## config.mk

```make
export PLATFORM = sky130hd
export DESIGN_NAME = l1a_match_tagger
export DESIGN_NICKNAME = d
export VERILOG_FILES = /design/src/rtl/l1a_match_tagger.sv
export SDC_FILE = /design/constraint.sdc
export NUM_CORES = 1
export LEC_CHECK = 0
export BUFFER_PORTS_ARGS = -buffer_cell sky130_fd_sc_hd__buf_4
export CAP_MARGIN = 15
export CORE_UTILIZATION = 45
export CTS_BUF_LIST = sky130_fd_sc_hd__clkbuf_8
export DETAILED_ROUTE_END_ITERATION = 12
export GPL_ROUTABILITY_DRIVEN = 1
export PLACE_DENSITY = 0.67
export SETUP_SLACK_MARGIN = 0.2
export SLEW_MARGIN = 20
export SYNTH_ARGS = -nofsm -noshare
export SYNTH_HDL_FRONTEND = slang
export SYNTH_SLANG_ARGS = --single-unit
```

## constraint.sdc

```tcl
create_clock -name CLK -period 4.6 [get_ports CLK]
set_input_delay 0.23 -clock CLK [delete_from_list [all_inputs] [get_ports CLK]]
set_output_delay 0.23 -clock CLK [all_outputs]
set_load 0.005 [all_outputs]
```

## src/rtl/l1a_match_tagger.sv

```systemverilog
// rtl/l1a_match_tagger.sv - L1A event-number tagger feeding the L1A-number FIFO
//
// Counts every L1A into a 6-bit event number. Tracks one outstanding L1A at a
// time and accepts L1A_MATCH inside the timer window [WIN_OPEN, WIN_CLOSE].
//
// A match in the window produces a one-cycle PUSH carrying the tag and phase.
// An L1A that reaches the end of the window without a match is counted in
// MISS_CNT and dropped.
//
// Ports:
//   CLK, RST_B        clock, asynchronous active-low reset
//   L1A, L1A_PHASE_IN level-1 accept pulse and its phase bit
//   L1A_MATCH         match pulse for the outstanding L1A
//   L1ACNT_RST        synchronous event-number clear
//   FIFO_FULL         downstream FIFO full
//   PUSH, DL1AN,      FIFO write strobe with event number and phase;
//   L1A_PHASE         DL1AN and L1A_PHASE hold their values between pushes
//   L1A_NUM           running event counter
//   MISS_CNT          saturating unmatched-L1A count
//   STRAY_MATCH,      one-cycle error flags: match outside the window,
//   OVLP_ERR,         L1A while already waiting,
//   OVFL_ERR          matched push lost to FIFO_FULL
module l1a_match_tagger #(
  parameter int TMR       = 0,
  parameter int WIN_OPEN  = 2,
  parameter int WIN_CLOSE = 6
) (
  input  logic       CLK,
  input  logic       RST_B,
  input  logic       L1A,
  input  logic       L1A_PHASE_IN,
  input  logic       L1A_MATCH,
  input  logic       L1ACNT_RST,
  input  logic       FIFO_FULL,
  output logic       PUSH,
  output logic [5:0] DL1AN,
  output logic       L1A_PHASE,
  output logic [5:0] L1A_NUM,
  output logic [7:0] MISS_CNT,
  output logic       STRAY_MATCH,
  output logic       OVLP_ERR,
  output logic       OVFL_ERR
);

  typedef enum logic {S_IDLE = 1'b0, S_WAIT = 1'b1} state_t;

  // Everything that is triplicated under TMR lives in this one record.
  typedef struct packed {
    state_t     state;
    logic [3:0] timer;
    logic [5:0] cnt;
  } core_t;

  localparam int NCOPY = (TMR != 0) ? 3 : 1;

  core_t core_q [NCOPY];
  core_t core_v;
  core_t core_d;

  logic       in_wait;
  logic       early;
  logic       match_ok;
  logic       timeout;
  logic       track;
  logic       stray_d;
  logic [5:0] tag_q;
  logic       phase_q;

  // Bitwise majority vote; every copy reloads from the voted value, so a
  // single upset copy is repaired on the next edge.
  generate
    if (TMR != 0) begin : g_vote
      assign core_v = core_t'((core_q[0] & core_q[1]) |
                              (core_q[0] & core_q[2]) |
                              (core_q[1] & core_q[2]));
    end else begin : g_single
      assign core_v = core_q[0];
    end
  endgenerate

  always_ff @(posedge CLK or negedge RST_B) begin
    if (!RST_B) begin
      for (int i = 0; i < NCOPY; i++) core_q[i] <= '0;
    end else begin
      for (int i = 0; i < NCOPY; i++) core_q[i] <= core_d;
    end
  end

  always_comb begin
    core_d   = core_v;
    in_wait  = (core_v.state == S_WAIT);
    early    = (core_v.timer < 4'(WIN_OPEN));
    match_ok = in_wait && L1A_MATCH && !early;
    timeout  = in_wait && !match_ok && (core_v.timer == 4'(WIN_CLOSE));
    track    = !in_wait && L1A;
    stray_d  = L1A_MATCH && (!in_wait || early);

    // Counter: a clear together with an L1A lands on 1, so the L1A is tagged 1.
    if (L1ACNT_RST)
      core_d.cnt = L1A ? 6'd1 : 6'd0;
    else if (L1A)
      core_d.cnt = core_v.cnt + 6'd1;

    case (core_v.state)
      S_IDLE: begin
        if (L1A) begin
          core_d.state = S_WAIT;
          core_d.timer = 4'd1;
        end
      end
      S_WAIT: begin
        if (match_ok || timeout) begin
          core_d.state = S_IDLE;
          core_d.timer = 4'd0;
        end else begin
          core_d.timer = core_v.timer + 4'd1;
        end
      end
      default: begin
        core_d.state = S_IDLE;
        core_d.timer = 4'd0;
      end
    endcase
  end

  always_ff @(posedge CLK or negedge RST_B) begin
    if (!RST_B) begin
      PUSH        <= 1'b0;
      DL1AN       <= '0;
      L1A_PHASE   <= 1'b0;
      MISS_CNT    <= '0;
      STRAY_MATCH <= 1'b0;
      OVLP_ERR    <= 1'b0;
      OVFL_ERR    <= 1'b0;
      tag_q       <= '0;
      phase_q     <= 1'b0;
    end else begin
      PUSH        <= match_ok && !FIFO_FULL;
      OVFL_ERR    <= match_ok && FIFO_FULL;
      STRAY_MATCH <= stray_d;
      OVLP_ERR    <= in_wait && L1A;
      if (match_ok && !FIFO_FULL) begin
        DL1AN     <= tag_q;
        L1A_PHASE <= phase_q;
      end
      if (timeout && (MISS_CNT != 8'hFF))
        MISS_CNT <= MISS_CNT + 8'd1;
      if (track) begin
        tag_q   <= core_d.cnt;
        phase_q <= L1A_PHASE_IN;
      end
    end
  end

  assign L1A_NUM = core_v.cnt;

endmodule

```

==> results.py, run 1 <==
metrics = {
    "critical_path": {
        "reg2reg_setup_slack_ps": 2820,
        "cp-start-kind": "flip-flop",
        "crit_arrival_ps": 1940,
        "r2r_cells": 6,
        "worstSetupStartpoint": "core_q[6]",
        "critPathCaptureType": "flip-flop",
        "cp_data_required_time_ps": 4770,
        "rr_endpoint": "MISS_CNT[5]",
        "crit_fanout": 5,
        "rr_startpoint": "core_q[6]",
        "crit_type": "reg2reg",
    },
    "global_route": {
        "grt_usage_pct": 17.2,
        "grt.overflow.total": 0,
        "grt_pass1_vias": 1158,
        "antenna_found_initial": 0,
        "grt_max_degree": 38,
        "grt_pass1_wl_mm": 5.21,
    },
    "synth": {
        "syn_avg_cell_area_sq_um": 11.7,
        "ys_top_cells_by_area": "dfrtp_1, mux2_2, nand2_1",
        "synth_fa_ha_area_share_pct": 2.97,
        "synth-compound-area-share_pct": 7.80,
        "yosysSeqAreaShare_pct": 54.9,
        "synth_top_family_by_area": "simple AND/OR/NAND/NOR gates",
        "syn_nets": 155,
        "synth_simple_gate_area_share_pct": 17.1,
        "synthMuxAreaShare_pct": 8.61,
        "synth_edf_count": 0,
        "yosysWarnings": 0,
        "netlist_area_sq_mm": 0.00169,
        "synth_top_area_share_pct": 54.9,
        "syn_inst": 144,
        "yosysTopAreaCell": "dfrtp_1",
        "ys_ff_latch": 37,
        "ys_async_sr_fraction_pct": 100,
        "synthFlopType": "dfrtp_1",
        "synth_common_cells": "dfrtp_1, nand2_1, mux2_2",
        "synth-xor-area-share_pct": 4.68,
        "yosysUniqueCellTypes": 34,
        "yosysMostFrequentCell": "dfrtp_1",
    },
    "timing": {
        "fmax_mhz": 563,
        "fin_skew_ps": 3.49,
        "slew_headroom_pct": 67.3,
        "rsz0062_at_grt": "false",
        "slew_violations": 0,
        "tightest_slew_ps": 491,
        "min_period_ps": 1780,
        "tns_ps": 0,
        "hold_violations": 0,
        "post-route-period-util_pct": 38.6,
        "hold_slack_ps": 162,
        "finalSetupViolations": 0,
    },
    "clock_tree": {
        "cts_resized": 0,
        "cts_tree": "done",
        "hold_buffers": 1,
        "postCtsSetupRepairBufs": 0,
        "clk_latency_ps": 280,
        "cts_root_buf": "clkbuf_8",
        "ctsHtreeMaxLevel": 2,
        "cts.sinks": 37,
        "cts_buffers": 5,
        "clk_pin_slew_ps": 60,
        "cts_buffer_depth": 2,
    },
    "power_and_ir_drop": {
        "internal_power_mw": 0.628,
        "p_leak_nw": 0.963,
        "power_per_cell_area_mw_per_mm2": 443,
        "p_sw_share_pct": 29.7,
        "netSwitchingPower_mw": 0.265,
        "power_frac_comb_pct": 24.9,
        "clkPwrFrac_pct": 24.2,
        "peakVddDrop_v": 0.000251,
        "seq_power_share_pct": 50.9,
    },
    "worst_hold_path": {
        "min_path_type": "in2reg",
        "holdCritStartpoint": "FIFO_FULL",
        "worstHoldEndpoint": "PUSH",
        "hold_depth": 2,
    },
    "flow_run": {
        "cap_violations": 0,
    },
    "place": {
        "place.gp.congestion": 0.787,
        "port-buffer-count": 31,
        "hpwl_mm": 2.13,
    },
    "floorplan": {
        "die-area_sq_mm": 0.00399,
        "die_h_um": 63.2,
        "io_pins": 32,
        "start_util_pct": 48.6,
        "rows": 21,
        "core_sq_mm": 0.00347,
        "die_w_um": 63.2,
    },
    "detailed_routing": {
        "route.detailed.drc": 0,
        "via_per_inst": 5.16,
        "postRouteAntennaNets": 0,
        "dr_total_vias": 1135,
        "dr.pass1.iters": 4,
        "drtIter0Drc": 21,
        "routedWlPerCell_um": 13.3,
        "wirelength_mm": 2.93,
    },
    "final_layout": {
        "final_util_pct": 58.1,
        "fillers": 306,
        "drive_gt1_share_pct": 31.6,
        "area_delta_synth_final_pct": 19.5,
        "diodes": 0,
        "final_nets": 185,
        "ff_latch_area_sq_um": 926,
        "multi_input_area_sq_um": 694,
    },
    "status": {
        "status": "complete, no violations",
    },
}
==> worst max-delay path, cell delays in order (launching register included) <==
cell and delay (ps):
dfrtp_1 420, inv_1 90, ha_1 150, nor2b_2 270, nand4_1 220, nor2_1 160
mux2_2 340
==> logic make-up after synthesis <==
| family | count (synthesis) |
|---|---|
| AOI/OAI and AO/OA | 17 |
| and+or+nand+nor | 53 |
| buffers and inverters | 11 |
| muxes | 13 |
| DFF | 37 |
| adders and majority gates | 4 |
| xor gates and xnor gates | 9 |
==> placed cells by master, fill, tap and decap left out <==
cell	instances
a2111oi_4	1
a211oi_1	1
a21oi_1	2
and2_1	1
and2b_4	1
and3_1	4
and4_1	1
buf_4	31
clkbuf_8	6
dfrtp_1	37
dlygate4sd3_1	1
ha_1	4
inv_1	3
mux2_2	12
mux2i_1	1
nand2_1	19
nand2b_1	4
nand3_1	2
nand3_4	1
nand4_1	3
nor2_1	10
nor2_4	1
nor2b_1	1
nor2b_2	1
nor3_1	1
nor3b_1	2
nor3b_2	1
o21a_1	1
o21ai_0	4
o22ai_1	2
o31a_1	1
o31ai_1	5
xnor2_1	3
xor2_1	6
==> sequential cells by signal, indices dropped and copies added, names as in the netlist <==
name	count
MISS_CNT	8
DL1AN	6
L1A_NUM	6
tag_q	6
core_q	4
L1A_PHASE	1
OVFL_ERR	1
OVLP_ERR	1
PUSH	1
STRAY_MATCH	1
in_wait	1
phase_q	1
==> per-layer routing <==
| layer | GRT usage [%] | share of wire (%) | vias up |
|---|---|---|---|
| li1 | - | - | 548 |
| met1 | 20.3 | 44 | 553 |
| met2 | 28.9 | 49 | 29 |
| met3 | 5.43 | 4.9 | 5 |
| met4 | 6.82 | 1.6 | 0 |
| met5 | 0 | 0 | - |
==> worst max-delay path by stage <==
stage / endpoint / slack [ps] / depth (start not counted)
floorplan: MISS_CNT[5] / 3020 / 6
global route: MISS_CNT[5] / 2730 / 6
detailed placement: MISS_CNT[5] / 2840 / 6
CTS: MISS_CNT[5] / 2820 / 6
global placement: MISS_CNT[5] / 2950 / 6
finish: MISS_CNT[5] / 2820 / 6
==> layout make-up <==
type / count / share of cell area (%)
flip-flops and latches: 37 / 46.0
multi-input cells: 96 / 34.5
repair buffers: 32 / 12.0
clock buffers: 6 / 4.10
well taps: 46 / 2.86
inverters: 2 / 0.373
clock inverters: 1 / 0.186
==> power by group through the flow <==
stage | combinational, mW | clock, mW | sequential (mW)
CTS | 0.227 | 0.225 | 0.455
floorplan | 0.139 | 0 | 0.450
global route | 0.249 | 0.240 | 0.468
finish | 0.222 | 0.216 | 0.455
detailed placement | 0.225 | 0 | 0.460
global placement | 0.218 | 0 | 0.455
==> through the flow <==
stage | power [mW] | cells | cell area (sq um) | setup WS, ps
floorplan | 0.589 | 144 | 1690 | 3020
global placement | 0.673 | 212 | 1920 | 2950
detailed placement | 0.685 | 212 | 1920 | 2840
CTS | 0.907 | 220 | 2010 | 2820
global route | 0.957 | 220 | 2010 | 2730
finish | 0.893 | 220 | 2010 | 2820
(Power assumes the default switching activity.)
==> run 2, diff against run 1 <==
PLACE_DENSITY = 0.7   (was 0.67)
clock period = 1.6 ns   (was 4.6 ns; I/O delays follow)
==> run 2 against run 1 <==
Setup slack got worse by 2800 ps. Non-clock buffer count rose by 16. Global-route usage rose by 1.7 points. Clock-buffer cell count shrank 1. Critical path depth up 1. Combinational power rose to 5.4 times the previous value. Register-to-register slack worse by 2800 ps. Utilization increased by 8.5 points. Maximum frequency increased by 16%. Sequential power grew to 2.8 times the previous value. Sequential share of layout area decreased by 5.8 points. Via count rose by 7.0%. Critical path type unchanged. Critical endpoint is now MISS_CNT[1].
==> results.py, run 2 (synthesized netlist as in run 1, its figures left out) <==
metrics = {
    "status": {
        "status": "complete, no violations",
    },
    "timing": {
        "post-route-period-util_pct": 95.4,
        "hold_violations": 0,
        "rsz0062_at_grt": "true",
        "fmax_mhz": 655,
        "finalSetupViolations": 0,
        "min_period_ps": 1530,
        "slew_violations": 0,
        "fin_skew_ps": 4.49,
        "tightest_slew_ps": 464,
        "slew_headroom_pct": 69.1,
    },
    "critical_path": {
        "cp_data_required_time_ps": 1780,
        "slowest_delay_ps": 390,
        "path_buf_inv": 2,
        "crit_family": "simple AND/OR/NAND/NOR gates",
        "rr_startpoint": "core_q[6]",
        "crit_arrival_ps": 1700,
        "critPathCaptureType": "flip-flop",
        "crit_type": "reg2reg",
        "cp-start-kind": "flip-flop",
        "worstPathCellList": "inv_2 > ha_4 > nor2b_4 > buf_12 > and3_4 > nand2_4 > mux2_4",
        "crit_fanout": 3,
        "cp_slowest_cell": "dfrtp_1",
        "worstSetupStartpoint": "core_q[6]",
    },
    "final_layout": {
        "drive_gt1_share_pct": 47.4,
        "fillers": 272,
        "largest_reg_flops": 8,
        "diodes": 0,
        "finish.instance_area_sq_mm": 0.00231,
        "multi_input_area_sq_um": 821,
        "final_cell_mix": "buf_4, dfrtp_1, nand2_1",
        "ff_latch_area_sq_um": 928,
        "area_delta_synth_final_pct": 37.0,
        "final_nets": 201,
        "registers.top_by_ff_count": "MISS_CNT",
        "final_common_cell": "buf_4",
    },
    "global_route": {
        "antenna_found_initial": 0,
        "grt_usage_pct": 18.9,
        "grt_max_degree": 38,
        "grt_pass1_vias": 1189,
        "grt.overflow.total": 0,
        "grt_pass1_wl_mm": 5.70,
    },
    "floorplan": {
        "core_sq_mm": 0.00347,
        "die_w_um": 63.2,
        "start_util_pct": 48.6,
        "io_pins": 32,
        "die-area_sq_mm": 0.00399,
        "die_h_um": 63.2,
        "rows": 21,
    },
    "clock_tree": {
        "cts_buffers": 5,
        "cts_buffer_depth": 2,
        "cts.sinks": 37,
        "cts_tree": "done",
        "cts_root_buf": "clkbuf_8",
        "clk_latency_ps": 290,
        "clk_pin_slew_ps": 70,
        "ctsHtreeMaxLevel": 2,
    },
    "detailed_routing": {
        "via_per_inst": 5.14,
        "route.detailed.drc": 0,
        "dr.pass1.iters": 4,
        "dr_total_vias": 1214,
        "routedWlPerCell_um": 15.0,
        "drtIter0Drc": 34,
        "postRouteAntennaNets": 0,
        "wirelength_mm": 3.55,
    },
    "worst_hold_path": {
        "min_path_type": "in2reg",
        "holdCritStartpoint": "L1A_PHASE_IN",
    },
    "power_and_ir_drop": {
        "power_mw": 3.24,
        "p_leak_nw": 1.09,
        "power_per_cell_area_mw_per_mm2": 1400,
        "peakVddDrop_v": 0.000723,
    },
    "flow_run": {
        "cap_violations": 0,
    },
    "place": {
        "place.gp.congestion": 0.798,
        "dpl_cell_area_sq_mm": 0.00197,
        "port-buffer-count": 31,
        "hpwl_mm": 2.23,
    },
}
==> run 2: path summary, 6_finish.rpt <==
kind | to | slack [ps] | depth (start not counted)
max | MISS_CNT[1] | 70 | 7
min reg2reg | tag_q[3] | 480 | 2
min in group asynchronous | MISS_CNT[7] | 280 | 2
max in group asynchronous | core_q[9] | 960 | 2
max reg2reg | MISS_CNT[1] | 70 | 7
min | phase_q | 20 | 2
==> run 2: area by class of cell <==
cell class,instances,area share [%]
Clock buffer,5,2.98
Clock inverter,2,1.52
Inverter,2,0.325
Multi-Input combinational cell,96,35.5
Sequential cell,37,40.2
Tap cell,46,2.49
Timing Repair Buffer,48,17.0
==> run 2: power by group <==
group	internal (mW)	total (mW)	switching [mW]
sequential	1.13	1.28	0.143
clock	0.453	0.773	0.321
combinational	0.677	1.19	0.518
==> run 2: timing repair <==
item | 4_1_cts | 5_1_grt
buffers inserted | 6 | 4
endpoints found under the hold margin | 37 | 0
gates resized for setup | 7 | 26
pin swaps | 7 | 6
hold buffers | 1 | 0
endpoints found under the setup margin | 13 | 22
==> run 2: through the flow <==
stage / setup WS, ps / hold WS (ps) / utilization, % / cells / setup TNS (ps)
3_5_place_dp: -5.07 / 73.2 / 56.9 / 218 / -5.07
2_1_floorplan: 74.0 / -216 / - / 144 / 0
3_3_place_gp: 143 / 59.9 / 56.9 / 218 / 0
6_report: 73.3 / 23.4 / 66.6 / 236 / 0
5_1_grt: -57.3 / 24.6 / 66.6 / 236 / -96.9
4_1_cts: 71.3 / 15.6 / 62.3 / 232 / 0
==> run 2: layer usage <==
metal / vias up / routed length (um) / GRT usage [%]
met4: 0 / 70 / 7.67
met3: 8 / 166 / 7.25
met1: 595 / 1530 / 23.8
li1: 584 / - / -
met2: 27 / 1780 / 29.0
met5: - / 0 / 0
